[src/rtl/fifo_pkg.sv]
// Shared definitions for the dual-priority FIFO and its drain stage.
package fifo_pkg;

  // Source tag carried alongside each drained word
  localparam logic SRC_HP = 1'b1;
  localparam logic SRC_LP = 1'b0;

  // Default word width of the priority FIFO
  localparam int unsigned FIFO_DATA_WIDTH = 16;

  // Index width for a buffer of 'depth' entries (at least one bit)
  function automatic int unsigned ptr_w(input int unsigned depth);
    return (depth > 1) ? $clog2(depth) : 1;
  endfunction

endpackage

[src/rtl/drain_out_buf.sv]
// Circular output buffer for the drain stage. Pointers carry one extra
// wrap bit so full and empty are distinguishable without a separate count.
module drain_out_buf
  import fifo_pkg::*;
#(
  parameter int unsigned DEPTH = 2,
  parameter int unsigned WIDTH = FIFO_DATA_WIDTH + 1
) (
  input  logic                    clk,
  input  logic                    rst,
  input  logic                    wr_en,
  input  logic [WIDTH-1:0]        wr_data,
  input  logic                    rd_en,
  output logic [WIDTH-1:0]        rd_data,
  output logic [ptr_w(DEPTH):0]   occ
);

  localparam int unsigned   AW      = ptr_w(DEPTH);
  localparam logic [AW-1:0] LAST    = AW'(DEPTH - 1);
  localparam logic [AW:0]   DEPTH_P = (AW + 1)'(DEPTH);

  logic [WIDTH-1:0] mem_q [DEPTH];
  logic [AW:0]      wptr_q, wptr_d;
  logic [AW:0]      rptr_q, rptr_d;

  // Advance a pointer; toggling the wrap bit on the last slot keeps
  // non-power-of-two depths correct.
  function automatic logic [AW:0] ptr_inc(input logic [AW:0] p);
    if (p[AW-1:0] == LAST) begin
      return {~p[AW], {AW{1'b0}}};
    end
    return p + (AW + 1)'(1);
  endfunction

  // Next-pointer selection
  always_comb begin
    wptr_d = wr_en ? ptr_inc(wptr_q) : wptr_q;
    rptr_d = rd_en ? ptr_inc(rptr_q) : rptr_q;
  end

  // Occupancy from the wrap-bit pointer pair
  always_comb begin
    if (wptr_q[AW] == rptr_q[AW]) begin
      occ = {1'b0, wptr_q[AW-1:0]} - {1'b0, rptr_q[AW-1:0]};
    end else begin
      occ = DEPTH_P - {1'b0, rptr_q[AW-1:0]} + {1'b0, wptr_q[AW-1:0]};
    end
  end

  assign rd_data = mem_q[rptr_q[AW-1:0]];

  // Storage and pointer registers; reset flushes contents as well
  always_ff @(posedge clk) begin
    if (rst) begin
      wptr_q <= '0;
      rptr_q <= '0;
      for (int unsigned i = 0; i < DEPTH; i++) begin
        mem_q[i] <= '0;
      end
    end else begin
      wptr_q <= wptr_d;
      rptr_q <= rptr_d;
      if (wr_en) begin
        mem_q[wptr_q[AW-1:0]] <= wr_data;
      end
    end
  end

  // Upstream issue logic must never overfill or underflow the buffer
  always_ff @(posedge clk) begin
    if (!rst && wr_en) begin
      assert (occ != DEPTH_P);
    end
    if (!rst && rd_en) begin
      assert (occ != '0);
    end
  end

endmodule

[src/rtl/fifo_priority_drain.sv]
// Drain stage for the dual-priority FIFO: issues reads, absorbs the
// one-cycle read latency, re-presents words as a valid/ready stream
// tagged with their source queue, and flags LP starvation.
// Optional per-source handoff counters: define DRAIN_STATS_EN.
module fifo_priority_drain
  import fifo_pkg::*;
#(
  parameter int unsigned DATA_WIDTH = FIFO_DATA_WIDTH,
  parameter int unsigned OUT_DEPTH  = 2,
  parameter int unsigned STARVE_LIM = 64,
  parameter int unsigned CNT_W      = 16
) (
  input  logic                  clk,
  input  logic                  rst,
  input  logic                  fifo_hp_empty,
  input  logic                  fifo_lp_empty,
  output logic                  fifo_rd_en,
  input  logic [DATA_WIDTH-1:0] fifo_dout,
  output logic                  m_valid,
  input  logic                  m_ready,
  output logic [DATA_WIDTH-1:0] m_data,
  output logic                  m_src,
  output logic                  lp_starve
`ifdef DRAIN_STATS_EN
  ,
  output logic [CNT_W-1:0]      hp_words,
  output logic [CNT_W-1:0]      lp_words
`endif
);

  localparam int unsigned      OW  = ptr_w(OUT_DEPTH) + 1;
  localparam logic [CNT_W-1:0] LIM = CNT_W'(STARVE_LIM);

  logic [OW-1:0]       occ;
  logic [OW:0]         demand;
  logic [DATA_WIDTH:0] head;
  logic                pop;
  logic                rd_issue;
  logic                lp_read;
  logic                infl_q, infl_d;
  logic                src_q, src_d;
  logic [CNT_W-1:0]    starve_cnt_q, starve_cnt_d;
  logic                lp_starve_q, lp_starve_d;

  // Output view of the buffer head; everything reads as zero during reset
  always_comb begin
    m_valid = !rst && (occ != '0);
    m_data  = rst ? '0 : head[DATA_WIDTH-1:0];
    m_src   = !rst && head[DATA_WIDTH];
  end

  // Issue a read only if the word it returns is guaranteed a free slot,
  // counting the word already in flight and any pop this cycle.
  always_comb begin
    pop      = m_valid && m_ready;
    demand   = (OW + 1)'(occ) + (OW + 1)'(infl_q) - (OW + 1)'(pop);
    rd_issue = !rst && !(fifo_hp_empty && fifo_lp_empty)
               && (demand < (OW + 1)'(OUT_DEPTH));
    lp_read  = rd_issue && fifo_hp_empty;
    infl_d   = rd_issue;
    src_d    = src_q;
    if (rd_issue) begin
      src_d = fifo_hp_empty ? SRC_LP : SRC_HP;
    end
  end

  assign fifo_rd_en = rd_issue;

  // In-flight flag and source tag of the outstanding read
  always_ff @(posedge clk) begin
    if (rst) begin
      infl_q <= 1'b0;
      src_q  <= SRC_LP;
    end else begin
      infl_q <= infl_d;
      src_q  <= src_d;
    end
  end

  drain_out_buf #(
    .DEPTH (OUT_DEPTH),
    .WIDTH (DATA_WIDTH + 1)
  ) u_buf (
    .clk     (clk),
    .rst     (rst),
    .wr_en   (infl_q),
    .wr_data ({src_q, fifo_dout}),
    .rd_en   (pop),
    .rd_data (head),
    .occ     (occ)
  );

  // Starvation counter: consecutive cycles LP waits without being read
  always_comb begin
    starve_cnt_d = starve_cnt_q;
    if (fifo_lp_empty || lp_read) begin
      starve_cnt_d = '0;
    end else if (starve_cnt_q < LIM) begin
      starve_cnt_d = starve_cnt_q + CNT_W'(1);
    end
    lp_starve_d = (starve_cnt_d == LIM);
  end

  // Starvation state registers
  always_ff @(posedge clk) begin
    if (rst) begin
      starve_cnt_q <= '0;
      lp_starve_q  <= 1'b0;
    end else begin
      starve_cnt_q <= starve_cnt_d;
      lp_starve_q  <= lp_starve_d;
    end
  end

  assign lp_starve = lp_starve_q && !rst;

`ifdef DRAIN_STATS_EN
  logic [CNT_W-1:0] hp_words_q;
  logic [CNT_W-1:0] lp_words_q;

  // Saturating handoff counters per source queue
  always_ff @(posedge clk) begin
    if (rst) begin
      hp_words_q <= '0;
      lp_words_q <= '0;
    end else if (pop) begin
      if (m_src == SRC_HP) begin
        if (hp_words_q != '1) begin
          hp_words_q <= hp_words_q + CNT_W'(1);
        end
      end else begin
        if (lp_words_q != '1) begin
          lp_words_q <= lp_words_q + CNT_W'(1);
        end
      end
    end
  end

  assign hp_words = hp_words_q;
  assign lp_words = lp_words_q;
`endif

endmodule

[config.mk]
export PLATFORM = sky130hd
export DESIGN_NAME = fifo_priority_drain
export DESIGN_NICKNAME = d
export VERILOG_FILES = /design/src/rtl/fifo_pkg.sv /design/src/rtl/drain_out_buf.sv /design/src/rtl/fifo_priority_drain.sv
export SDC_FILE = /design/constraint.sdc
export NUM_CORES = 1
export LEC_CHECK = 0
export BUFFER_PORTS_ARGS = -buffer_cell sky130_fd_sc_hd__buf_4
export CAP_MARGIN = 20
export CELL_PAD_IN_SITES_DETAIL_PLACEMENT = 0
export CELL_PAD_IN_SITES_GLOBAL_PLACEMENT = 2
export CORE_ASPECT_RATIO = 1.4
export CORE_UTILIZATION = 37
export DETAILED_ROUTE_END_ITERATION = 10
export PLACE_DENSITY_LB_ADDON = 0.3
export SYNTH_ARGS = -nofsm -noshare
export SYNTH_HDL_FRONTEND = slang
export SYNTH_HIERARCHICAL = 1
export SYNTH_SLANG_ARGS = --single-unit
[constraint.sdc]
create_clock -name clk -period 3.8 [get_ports clk]
set_input_delay 0.19 -clock clk [delete_from_list [all_inputs] [get_ports clk]]
set_output_delay 0.19 -clock clk [all_outputs]
set_load 0.01 [all_outputs]
; ---- Yosys cells after proc, flatten, opt, wreduce, memory -nomap -nowiden
; Memories as Yosys holds them, arrays and structs flattened. A register that Yosys moved wholly into a read port is not among the register bits.
; Index checks and enable logic that the tools add are counted.
[word_totals]
in_bits = 21
mem_bits_rw = 34
mem_count = 1
reg_bits = 23
out_inout_bits = 20
[classes]
n_mux = 21
bitwise_logic = 2
order_cmp = 2
eq_ne = 2
add_sub_neg = 8
n_reduce_logical = 13
[mem_list]
columns = name, depth, word_bits, rd, rd_ports_with_merged_regs, wr, line_no
row1 = u_buf.mem_q, 2, 17, 1, 1, 2, drain_out_buf.sv:22  ; logic [WIDTH-1:0] mem_q [DEPTH];
[ops]
columns = op, n
row1 = $mux 16, 3
row2 = $mux 17, 1
row3 = $reduce_or 17->1, 1
row4 = $add 16x1->16 const B, 1
row5 = $eq 16x7->1 const B, 1
row6 = $lt 16x7->1 const B, 1
row7 = $mux 1, 12
row8 = $mux 2, 5
row9 = $logic_and 1x1->1, 8
row10 = $add 2x1->2 const B, 2
row11 = $add 2x1->3, 1
row12 = $lt 3x2->1 const B, 1
row13 = $sub 3x1->3, 1
row14 = $add 2x1->2, 1
row15 = $logic_not 1->1, 2
row16 = $not 1->1, 2
row17 = $reduce_bool 2->1, 1
row18 = $sub 1x1->2, 1
row19 = $sub 2x1->2 const A, 1
row20 = $eq 1x1->1, 1
row21 = $logic_or 1x1->1, 1

; ---- Logic depth before layout (Yosys ltp)
[depth]
ltp_word = 13
ltp_mapped = 15
depth_no_buf = 15

; ---- Hierarchy
; Netlist, hierarchy kept.
[by_module_without_submodules]
columns = mod, cells_per_inst, instances, area_each_um2
row1 = drain_out_buf, 136, 1, 1769.2
row2 = fifo_priority_drain, 108, 1, 979.7

; ---- Worst setup path before layout
; OpenSTA, ideal clock, no wires.
[synth_path]
path_type = reg2reg
startpoint = register u_buf.wptr_q[0]
endpoint = register lp_starve_q
setup_time_ns = 0.086
required_ns = 3.714
path_stages_with_launch = 15
synth_period_minus_slack_ns = 3.448
arrival_ns = 3.362
path_slack_ns = 0.352
cell_sequence = dfxtp_1 inv_1 ha_1 mux2i_1 nor2_1 nor2_1 and2_1 ha_1 nand2b_1 fa_1 xnor2_1 a311o_2 nor4_1 o221ai_1 a221oi_2
[synth_via]
elab_chain_cells = 12
word_cells_on_any_way = 14
cone_classes = add/sub: 4 / order compare: 1 / eq/ne: 1 / mux: 2 / reduce/logical: 6
[synth_lines]
columns = item, line_no
row1 = from (decl), drain_out_buf.sv:23  ; logic [AW:0] wptr_q, wptr_d;
row2 = from (signal assigned), drain_out_buf.sv:61  ; wptr_q <= wptr_d;
row3 = $add 2x1->2 or $sub 1x1->2 (tied branches), "drain_out_buf.sv:46, drain_out_buf.sv:44"
row4 = $mux 2 (*), drain_out_buf.sv:43  ; if (wptr_q[AW] == rptr_q[AW]) begin
row5 = named net occ[1], fifo_priority_drain.sv:34  ; logic [OW-1:0] occ;
row6 = $reduce_bool 2->1 (*), fifo_priority_drain.sv:47  ; m_valid = !rst && (occ != '0);
row7 = $logic_and 1x1->1 (*), fifo_priority_drain.sv:47
row8 = named net m_valid, fifo_priority_drain.sv:19  ; output logic m_valid,
row9 = $logic_and 1x1->1 (*), fifo_priority_drain.sv:55  ; pop = m_valid && m_ready;
row10 = named net pop, fifo_priority_drain.sv:37  ; logic pop;
row11 = $sub 3x1->3 (*), fifo_priority_drain.sv:56  ; demand = (OW + 1)'(occ) + (OW + 1)'(infl_q) - (OW + 1)'(pop);
row12 = $lt 3x2->1 (*), fifo_priority_drain.sv:58  ; && (demand < (OW + 1)'(OUT_DEPTH));
row13 = $logic_and 1x1->1 (*), fifo_priority_drain.sv:58
row14 = $logic_and 1x1->1 (*), fifo_priority_drain.sv:59  ; lp_read = rd_issue && fifo_hp_empty;
row15 = $logic_or 1x1->1 (*), fifo_priority_drain.sv:96  ; if (fifo_lp_empty || lp_read) begin
row16 = $mux 16 (*), fifo_priority_drain.sv:96
row17 = $eq 16x7->1 (*), fifo_priority_drain.sv:101  ; lp_starve_d = (starve_cnt_d == LIM);
row18 = to (signal assigned), fifo_priority_drain.sv:111  ; lp_starve_q <= lp_starve_d;
row19 = to (decl), fifo_priority_drain.sv:43  ; logic lp_starve_q, lp_starve_d;
; Mark *: on every way through the listed nets, which the timed path passes. The rest lies on a longest branch.
; A chain may end at the register's enable or synchronous reset.

; ---- Worst setup path in the final report
[layout_path]
startpoint = register u_buf.rptr_q[1]
endpoint = register lp_starve_q
[layout_via]
elab_chain_cells = 12
word_cells_on_any_way = 13
cone_classes = add/sub: 2 / order compare: 1 / eq/ne: 2 / mux: 2 / reduce/logical: 6
[layout_lines]
columns = item, line_no
row1 = from (decl), drain_out_buf.sv:24  ; logic [AW:0] rptr_q, rptr_d;
row2 = from (signal assigned), drain_out_buf.sv:62  ; rptr_q <= rptr_d;
row3 = $eq 1x1->1, drain_out_buf.sv:43
row4 = $mux 2, drain_out_buf.sv:43
row5 = named net occ[1], fifo_priority_drain.sv:34
row6 = $reduce_bool 2->1, fifo_priority_drain.sv:47
row7 = $logic_and 1x1->1, fifo_priority_drain.sv:47
row8 = $logic_and 1x1->1, fifo_priority_drain.sv:55
row9 = named net pop, fifo_priority_drain.sv:37
row10 = $sub 3x1->3, fifo_priority_drain.sv:56
row11 = $lt 3x2->1, fifo_priority_drain.sv:58
row12 = $logic_and 1x1->1, fifo_priority_drain.sv:58
row13 = $logic_and 1x1->1, fifo_priority_drain.sv:59
row14 = $logic_or 1x1->1, fifo_priority_drain.sv:96
row15 = $mux 16, fifo_priority_drain.sv:96
row16 = $eq 16x7->1, fifo_priority_drain.sv:101
; The timed path passes the listed nets, and every way through them passes these cells.

==> results.cfg <==
[status]
status = finished, final reports clean

[placed_design]
place.port_buffers = 40
globalplace.congestion = 0.7977
dp_hpwl_um = 3305

[sta]
finalHoldViolations = 0
setup_viol = 0
rsz0062_at_grt = false
hold-worst-slack_ns = 0.08348
fin_crit_ns = 3.575
finClkSkew_ns = 0.006940
tns_ns = 0
slew_headroom_pct = 40.42
period_share_pct = 94.07
max_freq_ghz = 0.2797
worst_slew_pin_slew_ns = 0.8937
slew_viol_final = 0

[power_and_ir_drop]
leakage_nw = 1.302
peakVddDrop_mv = 0.3220
intPower_mw = 1.308
power_frac_clock_pct = 29.2
p_sw_share_pct = 28.38
p_sw_uw = 518.2
pwr-share-comb_pct = 25.5
powerDensity_nw_per_um2 = 549.4
seqPwrFrac_pct = 45.3

[synthesis]
syn-cell-area_um2 = 2749
synth_edf_count = 34
synth_nets = 270
synth_top_family_by_area = simple AND/OR/NAND/NOR gates
synth_seq_area_share_pct = 54.62
synthSimpleGateAreaFrac_pct = 24.08
ys.flop_type = edfxtp_1
synth_top_area_share_pct = 37.14
synth_mux_area_share_pct = 8.512
ys_top_cells_by_count = nor2_1, edfxtp_1, dfxtp_1, nand2b_1, nor2b_1
yosys_warnings = 6
async_flop_share_pct = 0
ys_top_cells_by_area = edfxtp_1, dfxtp_1, nor2_1
syn_avg_cell_area_um2 = 11.27
synth_xor_area_share_pct = 2.868
synth.distinct_cells = 41
synth_compound_area_share_pct = 4.324
synth_fa_ha_area_share_pct = 2.549
yosysMostFrequentCell = nor2_1
netlist_instances = 244
synth_seq_cells = 58
synth_top_cell_by_area = edfxtp_1

[clock_network]
cts_buffer_depth = 2
tritoncts = yes
cts_hold_buf = 0
cts_root_buf = clkbuf_8
cts-htree-levels = 3
worstSkewPairLatency_ns = 0.33
cts_sinks = 58
cts_made_buffers = 9
clk_pin_slew_ns = 0.06

[floorplanning]
start_util_pct = 38.87
die_h_um = 104.0
chipWidth_um = 74.85
design.core.area_um2 = 7072
rows = 36
ios = 41
die-area_um2 = 7783

[worst_setup_path]
endpoint = lp_starve_q
crit_buf_inv = 0
cp.depth = 13
startpoint = u_buf/rptr_q[1]
crit_type = reg2reg
reg2reg_slack_ns = 0.23
cp-end-kind = flip-flop
crit_path_start_kind = flip-flop
worst_r2r_path_depth = 13
critical_path_peak_fanout = 8
path_cells = xnor2_1 > mux2i_4 > nor2_1 > nor2_1 > and2_1 > ha_1 > nand2b_1 > fa_1 > xnor2_1 > a311o_2 > nor4_1 > o221ai_1 > a221oi_2
r2r_end = lp_starve_q
worst_path_largest_cell_delay_ns = 0.49
cp_slowest_cell = a311o_2
cp.required_ns = 4.05
r2r_start = u_buf/rptr_q[1]
cpLargestDelayFamily = compound AO/OA/AOI/OAI gates
arrival_ns = 3.82

[route]
first_iter_violations = 71
wl_per_cell_um = 12.97
wl_um = 5045
vias = 1821
postRouteAntennaNets = 0
post-route-drc-count = 0
first_pass_iters = 5
via_per_inst = 4.681

[finish]
drive_above_1_share_pct = 28.57
insertedDiodeCount = 0
syn_to_final_growth_pct = 20.89
finalNetCount = 315

[global_routing]
grt_max_degree = 47
grt_pass1_wl_um = 8086
grt-ovfl-total = 0
grt_pass1_vias = 1750
antenna_found_initial = 0
track_usage_pct = 14.12

[run]
drv_cap = 0

[hold_path]
hold_class = in2reg
[placed cells by master, fill, tap and decap left out, drive strengths merged, types with 2 or more instances in the layout]
cell type,Yosys,layout
ha,4,4
clkbuf,4,10
edfxtp,34,34
clkinv,0,4
buf,5,43
or3,2,2
xor2,4,4
a21oi,5,5
mux2i,2,2
and2,10,10
mux2,18,18
xnor2,5,5
a41oi,2,2
inv,5,5
nand3,4,4
nand2b,21,21
nand2,4,4
nand4,3,3
nor2b,18,18
nor4,3,3
a21bo,2,2
dfxtp,24,24
nor2,49,49
nand3b,2,2
[what timing repair did]
action                                  4_1_cts  5_1_grt
setup buffers                                 0        0
endpoints found under the setup margin        0        2
gates resized for setup                       0        2
hold endpoints to repair                      0        0
[power groups by stage]
stage | registers (mW) | logic (mW) | clock network (mW)
after floorplan | 0.813 | 0.354 | 0
after global placement | 0.837 | 0.467 | 0
after detailed placement | 0.842 | 0.467 | 0
after CTS | 0.829 | 0.469 | 0.552
after global routing | 0.839 | 0.520 | 0.580
final | 0.827 | 0.466 | 0.533
[registers in the layout, summed over array words and instances (netlist names), named ones only]
name and cells:
src_q 1, lp_starve_q 1, u_buf/mem_q 34, u_buf/wptr_q 2
infl_q 1, starve_cnt_q 16, u_buf/rptr_q 2
[how the worst min path moves through the flow]
stage                  startpoint  endpoint  slack (ns)  cells after the start
floorplan           fifo_hp_empty    infl_q        0.28                      1
global placement    fifo_lp_empty    infl_q        0.42                      2
detailed placement  fifo_hp_empty     src_q        0.42                      2
CTS                 fifo_hp_empty     src_q        0.06                      2
global route        fifo_hp_empty     src_q        0.07                      2
finish              fifo_lp_empty    infl_q        0.08                      2
[metal layers]
layer / vias to the layer above / wire length, µm / track usage [%]
li1: 930 / - / -
met1: 852 / 2303 / 16.86
met2: 32 / 2494 / 22.27
met3: 7 / 180 / 4.942
met4: 0 / 67 / 6.469
met5: - / 0 / 0
[final cells by class]
| cell class | count | area, µm² |
|---|---|---|
| flip-flops and latches | 58 | 1501 |
| clock buffers | 10 | 127.6 |
| well taps | 95 | 118.9 |
| repair buffers | 43 | 322.8 |
| clock inverters | 6 | 57.56 |
| inverters | 5 | 18.77 |
| fillers | 679 | 3749 |
| multi-input cells | 172 | 1176 |
[through the flow]
stage          cells  power [mW]  setup WS (ns)  util, %  area [µm²]
5_1_grt          389       1.938        0.02440    46.99        3323
6_report         389       1.826         0.2252    46.99        3323
3_5_place_dp     373       1.309         0.1879    44.20        3126
2_1_floorplan    244       1.167         0.3521        -        2749
4_1_cts          389       1.849         0.1738    46.82        3311
3_3_place_gp     373       1.304         0.2528    44.20        3126
[cells by family (layout without fill, tap and decap cells)]
family                     count (synthesis)  in the layout
and+or+nand+nor                          123            123
DFF                                       58             58
muxes                                     20             20
AOI/OAI and AO/OA                         15             15
buffers and inverters                     14             64
xor gates and xnor gates                   9              9
adders and majority gates                  5              5
No activity file was read; power rests on OpenSTA's default activity.
